## src/rtl/instr_fetch_unit_if.sv

```systemverilog
`default_nettype none
// ============================================================================
// Module  : instr_fetch_unit_if
// Brief   : Instruction-memory and decoder-side bundle of the fetch unit.
// Revision: 1.0 - initial release
// ============================================================================
interface instr_fetch_unit_if;
    logic        imem_req_valid;
    logic        imem_req_ready;
    logic [31:0] imem_req_addr;
    logic        imem_resp_valid;
    logic [31:0] imem_resp_data;
    logic        imem_resp_err;
    logic        instr_valid;
    logic        instr_ready;
    logic [31:0] instr;
    logic [31:0] instr_pc;
    logic        instr_fault;
    logic        redirect_valid;
    logic [31:0] redirect_pc;

    modport master (
        output imem_req_valid, imem_req_addr,
        input  imem_req_ready, imem_resp_valid, imem_resp_data, imem_resp_err,
        output instr_valid, instr, instr_pc, instr_fault,
        input  instr_ready, redirect_valid, redirect_pc
    );

    modport slave (
        input  imem_req_valid, imem_req_addr,
        output imem_req_ready, imem_resp_valid, imem_resp_data, imem_resp_err,
        input  instr_valid, instr, instr_pc, instr_fault,
        output instr_ready, redirect_valid, redirect_pc
    );
endinterface
`default_nettype wire

```

## src/rtl/instr_fetch_unit.sv

```systemverilog
`default_nettype none
// ============================================================================
// Module  : instr_fetch_unit
// Brief   : Fetch PC, imem request issue, in-order response FIFO, decoder
//           valid/ready output with redirect flush of stale words.
// Revision: 1.0 - initial release
// ============================================================================
module instr_fetch_unit #(
    parameter logic [31:0] RESET_PC   = 32'h0000_0000,
    parameter int          FIFO_DEPTH = 4
) (
    input  wire logic          clk,
    input  wire logic          rst_n,
    instr_fetch_unit_if.master bus
);
    localparam int c_PTR_W = $clog2(FIFO_DEPTH);
    localparam int c_CNT_W = c_PTR_W + 1;
    localparam logic [c_CNT_W:0] c_DEPTH = (c_CNT_W + 1)'(FIFO_DEPTH);

    typedef enum logic [0:0] {
        ST_FETCH  = 1'b0,
        ST_HALTED = 1'b1
    } state_t;

    state_t               r_state;
    state_t               w_state_nxt;
    logic [31:0]          r_pc;
    logic [c_CNT_W-1:0]   r_outstanding;
    logic [c_CNT_W-1:0]   r_drop_cnt;
    logic [c_CNT_W-1:0]   r_count;
    logic [c_PTR_W-1:0]   r_wr_ptr;
    logic [c_PTR_W-1:0]   r_rd_ptr;
    logic [c_PTR_W-1:0]   r_tag_wr;
    logic [c_PTR_W-1:0]   r_tag_rd;

    logic [31:0]          r_fifo_data [FIFO_DEPTH];
    logic [31:0]          r_fifo_pc   [FIFO_DEPTH];
    logic                 r_fifo_err  [FIFO_DEPTH];
    logic [31:0]          r_tag_pc    [FIFO_DEPTH];

    logic [c_CNT_W:0]     w_credit;
    logic                 w_req_valid;
    logic                 w_req_fire;
    logic                 w_resp;
    logic                 w_drop;
    logic                 w_push;
    logic                 w_pop;
    logic                 w_empty;
    logic                 w_redirect;
    logic [31:0]          w_redirect_pc;
    logic                 w_unused;

    assign w_redirect    = bus.redirect_valid;
    assign w_redirect_pc = {bus.redirect_pc[31:2], 2'b00};
    assign w_unused      = &{1'b0, bus.redirect_pc[1:0]};

    // Requests in flight plus buffered words never exceed the FIFO, so every
    // response has a slot waiting for it and no backpressure is needed.
    assign w_credit   = {1'b0, r_outstanding} + {1'b0, r_count};
    assign w_req_fire = w_req_valid && bus.imem_req_ready;
    assign w_resp     = bus.imem_resp_valid;
    assign w_drop     = (r_drop_cnt != '0);
    assign w_push     = w_resp && !w_drop && !w_redirect;
    assign w_empty    = (r_count == '0);
    assign w_pop      = !w_empty && bus.instr_ready;

    always_comb begin
        w_state_nxt = r_state;
        w_req_valid = 1'b0;
        if (rst_n && (r_state == ST_FETCH) && (w_credit < c_DEPTH)) begin
            w_req_valid = 1'b1;
        end
        if (w_redirect) begin
            w_state_nxt = ST_FETCH;
        end else if (w_push && bus.imem_resp_err) begin
            w_state_nxt = ST_HALTED;
        end
    end

    always_ff @(posedge clk) begin
        if (!rst_n) begin
            r_state <= ST_FETCH;
        end else begin
            r_state <= w_state_nxt;
        end
    end

    always_ff @(posedge clk) begin
        if (!rst_n) begin
            r_pc          <= RESET_PC;
            r_outstanding <= '0;
            r_drop_cnt    <= '0;
            r_count       <= '0;
            r_wr_ptr      <= '0;
            r_rd_ptr      <= '0;
            r_tag_wr      <= '0;
            r_tag_rd      <= '0;
        end else begin
            r_outstanding <= r_outstanding + c_CNT_W'(w_req_fire) - c_CNT_W'(w_resp);
            if (w_req_fire) begin
                r_tag_wr <= r_tag_wr + c_PTR_W'(1);
            end
            if (w_resp) begin
                r_tag_rd <= r_tag_rd + c_PTR_W'(1);
            end

            if (w_redirect) begin
                // Everything still in flight, including this cycle's request,
                // belongs to the abandoned path.
                r_pc       <= w_redirect_pc;
                r_drop_cnt <= r_outstanding + c_CNT_W'(w_req_fire) - c_CNT_W'(w_resp);
                r_count    <= '0;
                r_rd_ptr   <= r_wr_ptr;
            end else begin
                if (w_req_fire) begin
                    r_pc <= r_pc + 32'd4;
                end
                if (w_resp && w_drop) begin
                    r_drop_cnt <= r_drop_cnt - c_CNT_W'(1);
                end
                if (w_push) begin
                    r_wr_ptr <= r_wr_ptr + c_PTR_W'(1);
                end
                if (w_pop) begin
                    r_rd_ptr <= r_rd_ptr + c_PTR_W'(1);
                end
                r_count <= r_count + c_CNT_W'(w_push) - c_CNT_W'(w_pop);
            end
        end
    end

    always_ff @(posedge clk) begin
        if (w_req_fire) begin
            r_tag_pc[r_tag_wr] <= r_pc;
        end
        if (w_push) begin
            r_fifo_data[r_wr_ptr] <= bus.imem_resp_data;
            r_fifo_pc[r_wr_ptr]   <= r_tag_pc[r_tag_rd];
            r_fifo_err[r_wr_ptr]  <= bus.imem_resp_err;
        end
    end

    assign bus.imem_req_valid = w_req_valid;
    assign bus.imem_req_addr  = r_pc;
    assign bus.instr_valid    = !w_empty;
    assign bus.instr          = w_empty ? 32'h0 : r_fifo_data[r_rd_ptr];
    assign bus.instr_pc       = w_empty ? 32'h0 : r_fifo_pc[r_rd_ptr];
    assign bus.instr_fault    = w_empty ? 1'b0  : r_fifo_err[r_rd_ptr];
endmodule
`default_nettype wire

```

## src/flat_wrapper.sv

```systemverilog
// flat-port wrapper written by rule: the top's interface ports become plain ports
module instr_fetch_unit_flat 
#(
    parameter logic [31:0] RESET_PC   = 32'h0000_0000,
    parameter int          FIFO_DEPTH = 4
)
  (clk, rst_n, bus_imem_req_valid, bus_imem_req_addr, bus_imem_req_ready, bus_imem_resp_valid, bus_imem_resp_data, bus_imem_resp_err, bus_instr_valid, bus_instr, bus_instr_pc, bus_instr_fault, bus_instr_ready, bus_redirect_valid, bus_redirect_pc);
  instr_fetch_unit_if bus_i ();
  input  wire logic clk;
  input  wire logic rst_n;
  output wire logic [$bits(bus_i.imem_req_valid)-1:0] bus_imem_req_valid;
  output wire logic [$bits(bus_i.imem_req_addr)-1:0] bus_imem_req_addr;
  input wire logic [$bits(bus_i.imem_req_ready)-1:0] bus_imem_req_ready;
  input wire logic [$bits(bus_i.imem_resp_valid)-1:0] bus_imem_resp_valid;
  input wire logic [$bits(bus_i.imem_resp_data)-1:0] bus_imem_resp_data;
  input wire logic [$bits(bus_i.imem_resp_err)-1:0] bus_imem_resp_err;
  output wire logic [$bits(bus_i.instr_valid)-1:0] bus_instr_valid;
  output wire logic [$bits(bus_i.instr)-1:0] bus_instr;
  output wire logic [$bits(bus_i.instr_pc)-1:0] bus_instr_pc;
  output wire logic [$bits(bus_i.instr_fault)-1:0] bus_instr_fault;
  input wire logic [$bits(bus_i.instr_ready)-1:0] bus_instr_ready;
  input wire logic [$bits(bus_i.redirect_valid)-1:0] bus_redirect_valid;
  input wire logic [$bits(bus_i.redirect_pc)-1:0] bus_redirect_pc;
  assign bus_imem_req_valid = bus_i.imem_req_valid;
  assign bus_imem_req_addr = bus_i.imem_req_addr;
  assign bus_i.imem_req_ready = bus_imem_req_ready;
  assign bus_i.imem_resp_valid = bus_imem_resp_valid;
  assign bus_i.imem_resp_data = bus_imem_resp_data;
  assign bus_i.imem_resp_err = bus_imem_resp_err;
  assign bus_instr_valid = bus_i.instr_valid;
  assign bus_instr = bus_i.instr;
  assign bus_instr_pc = bus_i.instr_pc;
  assign bus_instr_fault = bus_i.instr_fault;
  assign bus_i.instr_ready = bus_instr_ready;
  assign bus_i.redirect_valid = bus_redirect_valid;
  assign bus_i.redirect_pc = bus_redirect_pc;
  instr_fetch_unit #(.RESET_PC(RESET_PC), .FIFO_DEPTH(FIFO_DEPTH)) u_core (.clk(clk), .rst_n(rst_n), .bus(bus_i));
endmodule
```

## config.mk

```make
export PLATFORM = sky130hd
export DESIGN_NAME = instr_fetch_unit_flat
export DESIGN_NICKNAME = d
export VERILOG_FILES = /design/src/rtl/instr_fetch_unit_if.sv /design/src/rtl/instr_fetch_unit.sv /design/src/flat_wrapper.sv
export SDC_FILE = /design/constraint.sdc
export NUM_CORES = 1
export LEC_CHECK = 0
export CAP_MARGIN = 20
export CORE_AREA = 4 4 176 178
export CTS_CLUSTER_DIAMETER = 80
export DETAILED_ROUTE_END_ITERATION = 8
export DIE_AREA = 0 0 180 182
export PLACE_DENSITY_LB_ADDON = 0.12
export SYNTH_ARGS = -nofsm -noshare
export SYNTH_HDL_FRONTEND = slang
export SYNTH_SLANG_ARGS = --single-unit
```

## constraint.sdc

```tcl
create_clock -name clk -period 3.5 [get_ports clk]
set_clock_uncertainty 0.05 [all_clocks]
set_input_delay 0.7 -clock clk [delete_from_list [all_inputs] [get_ports clk]]
set_output_delay 0.7 -clock clk [all_outputs]
set_load 0.02 [all_outputs]
```

==> key figures <==
Clock network
  – Root Buffer: clkbuf_16
  – Clk sinks: 424
  – Clk pin slew, worst setup/hold paths: ~60 ps
  – Max clock buf depth: 3
  – CTS buffer count: 42
  – Clock tree from TritonCTS: yes
  – Post-CTS sizing: 0
  – # H-tree levels: 2
  – Later-pin clock latency in the skew report: 530 ps
  – Setup repair bufs after CTS: 0
  – Hold-fix buffers, CTS: 0

Synth
  – Sequential element share of the synthesized area: 0.733
  – Yosys top cell by area: edfxtp_1
  – Post-synthesis cell count: 896
  – Mean post-synth cell area: 18.6 µm²
  – YS warnings: 0
  – Post-synth top area share: 0.671
  – Synthesized flop and latch total: 424
  – Count of unique library cells instantiated by Yosys: 40
  – Area contributors post-synth: edfxtp_1 (67%), mux4_2 (13%), dfxtp_1 (6.3%)
  – Cell Area, Synth: between 15,000 and 20,000 µm²

STA
  – Period minus WS final: between 3000 and 4000 ps
  – Achievable Freq: 299 MHz
  – Slew Viols, Final: 0
  – RSZ-0062 raised after global routing: false
  – Final hold vios: 0
  – Final setup vio count: 0
  – Worst Tran Pin Value: 817 ps
  – Final worst-path cycle share: 0.956
  – Sum Neg Setup Slack: 0 ps
  – Slew HR: 0.455

Floorplan
  – Die area: 32,800 µm²
  – CORE AREA: 29,400 µm²
  – Die width: approximately 180 µm
  – FP Rows: 63
  – DIE HEIGHT: 182 µm
  – Initial core utilization: 0.566
  – IO Count: 170

Worst setup path
  – R2R setup slack: just over 700 ps
  – Worst Path Arrival: 2600 ps
  – Worst setup SP type: flip-flop
  – Crit Path Class: flip-flop to output port
  – Max FO, Critical Path: 23
  – CP Capture Type: output port
  – Worst Path Required: 2750 ps
  – Origin of the critical flop-to-flop path: u_core.r_count[0]
  – Reg2Reg Depth: 10
  – Critical R2R Capture: u_core.r_count[2]

Cells and area
  – Final cell count without fillers: 1,514
  – Most frequent cells in the layout: edfxtp_1 (372), clkdlybuf4s50_1 (163), mux4_2 (93), and2_1 (77), dfxtp_1 (48)
  – Layout net count: 1,182
  – Area Growth Syn to Fin: 22.1%
  – Share of layout cells above drive strength 1: 0.175
  – Antenna Cells: 0
  – Most common cell after layout, fill and taps aside: edfxtp_1

Min path
  – Min-Delay Path Class: flip-flop to flip-flop
  – Hold Path Origin: u_core.r_tag_wr[1]
  – Hold EP: u_core.r_tag_wr[1]
  – Hold path cells: 2

Job
  – Max-Cap Viols: 0

Status
  – Status: completed

Detailed routing
  – Drt drc: 0
  – Drt pass-1 iters: 5
  – Wire per inst: 20.7 µm
  – Final WL: 31,400 µm
  – Routed via count: about 8,500
  – Post-route ant nets: 0
  – DR vias/cell: 5.63
  – Initial DRC count: between 500 and 600

Power
  – Comb power frac: 0.122
  – Switching Fraction: 0.221
  – Power Density: between 500 and 600 nW/µm²
  – VDD IR max: around 0.00040 V
  – Cell-internal power: 9130 µW
  – Clock power share: 0.371
  – Leak: approximately 0.0066 µW
  – Sequential Power Share: 0.507
  – Sw Pwr: 2590 µW

Placement
  – Gpl congestion: 0.793
  – Cell count after placement: 1,438
  – DP HPWL: 20,100 µm
  – Port bufs: 163

GRT
  – GRT overflow: 0
  – Largest net degree at the start of global routing: 67
  – Vias in the first global route: 8,927
  – Initial antenna violation count: 0
  – Total track usage: 0.194
  – First-pass GRT wire length: between 50,000 and 60,000 µm
## flip-flops by register name, summed over array words and instances (netlist names), 3 cells and up, named ones only
signal                    flops
u_core.r_drop_cnt             3
u_core.r_count                3
u_core.r_fifo_err             4
u_core.bus.imem_req_addr     30
u_core.r_fifo_pc            120
u_core.r_tag_pc             120
u_core.r_fifo_data          128
u_core.r_outstanding          3
## kinds of logic after synthesis
kind of cell    synth area share
flops                      0.733
simple gates              0.0652
mux                        0.126
compound gates            0.0245
buf+inv                   0.0178
xor+xnor                  0.0179
fa+ha+maj                 0.0152
other cells             0.000225
## worst max-delay path, stage by stage (launching register included)
cell and delay, ps:
dfxtp_2 520, buf_12 240, buf_4 230, mux4_2 350
and2_1 180, clkdlybuf4s50_1 540
## power groups by stage
stage	logic [µW]	clock network, µW	registers (µW)
finish	1430	4350	5950
global route	1560	4670	5970
CTS	1460	4440	5950
detailed placement	1450	0	6060
global placement	1430	0	6040
floorplan	855	0	6030
## cells in the mapped netlist
master and count:
nor3_1 13, buf_1 7, and3_2 1, a21oi_1 23
fa_1 2, or4_1 1, nand4_4 2, nand2b_1 1
conb_1 1, nand4b_1 1, and3_1 6, nor3b_4 1
nand2_1 25, a31oi_1 4, clkinv_1 1, and2_1 81
nand3_1 13, and4_1 6, ha_1 17, a211oi_1 3
buf_2 9, o21ai_0 33, dfxtp_1 52, o21a_1 2
buf_4 5, xor2_1 4, nor4_1 9, o211a_1 4
mux4_2 93, nor2b_1 4, edfxtp_1 372, nor4b_1 1
inv_1 19, xnor2_1 30, o311a_1 1, a21boi_0 2
nand4_1 4, clkbuf_1 30, nor2_1 9, or3_1 4
## per-layer routing
layer / routed length (µm) / GRT usage / up-vias
met4: 502 / 0.0436 / 0
met1: 13900 / 0.277 / 4337
li1: - / - / 3905
met2: 15300 / 0.320 / 245
met3: 1720 / 0.0367 / 43
met5: 0 / 0 / -
## how the worst max path moves through the flow
stage | from | end | slack [ps] | cells after the start
floorplan | bus_redirect_valid | u_core.r_fifo_data[0][0] | 270 | 4
global placement | rst_n | u_core.r_drop_cnt[2] | 390 | 11
detailed placement | rst_n | u_core.bus.imem_req_addr[25] | 360 | 6
CTS | flip-flop | bus_instr_pc[2] | 120 | 5
global route | flip-flop | bus_instr_pc[2] | 60 | 4
finish | flip-flop | bus_instr_pc[2] | 150 | 5
## cell type report
| cell class | instances | area [µm²] |
|---|---|---|
| clock inverters | 15 | 170 |
| well taps | 390 | 488 |
| repair buffers | 200 | 2050 |
| clock buffers | 61 | 1170 |
| fillers | 1908 | 9070 |
| flip-flops and latches | 424 | 12200 |
| inverters | 20 | 75.1 |
| multi-input cells | 404 | 4160 |
## through the flow
stage / hold WS, ps / total power, µW / util / setup WS (ps) / area, µm²
final: 456 / 11700 / 0.692 / 154 / 20300
after global routing: 525 / 12200 / 0.692 / 63.9 / 20300
after CTS: 467 / 11800 / 0.692 / 117 / 20300
after detailed placement: 459 / 7510 / 0.646 / 356 / 19000
after global placement: 445 / 7470 / 0.646 / 393 / 19000
after floorplan: 426 / 6880 / - / 267 / 16700
No activity file was read; power rests on OpenSTA's default activity.
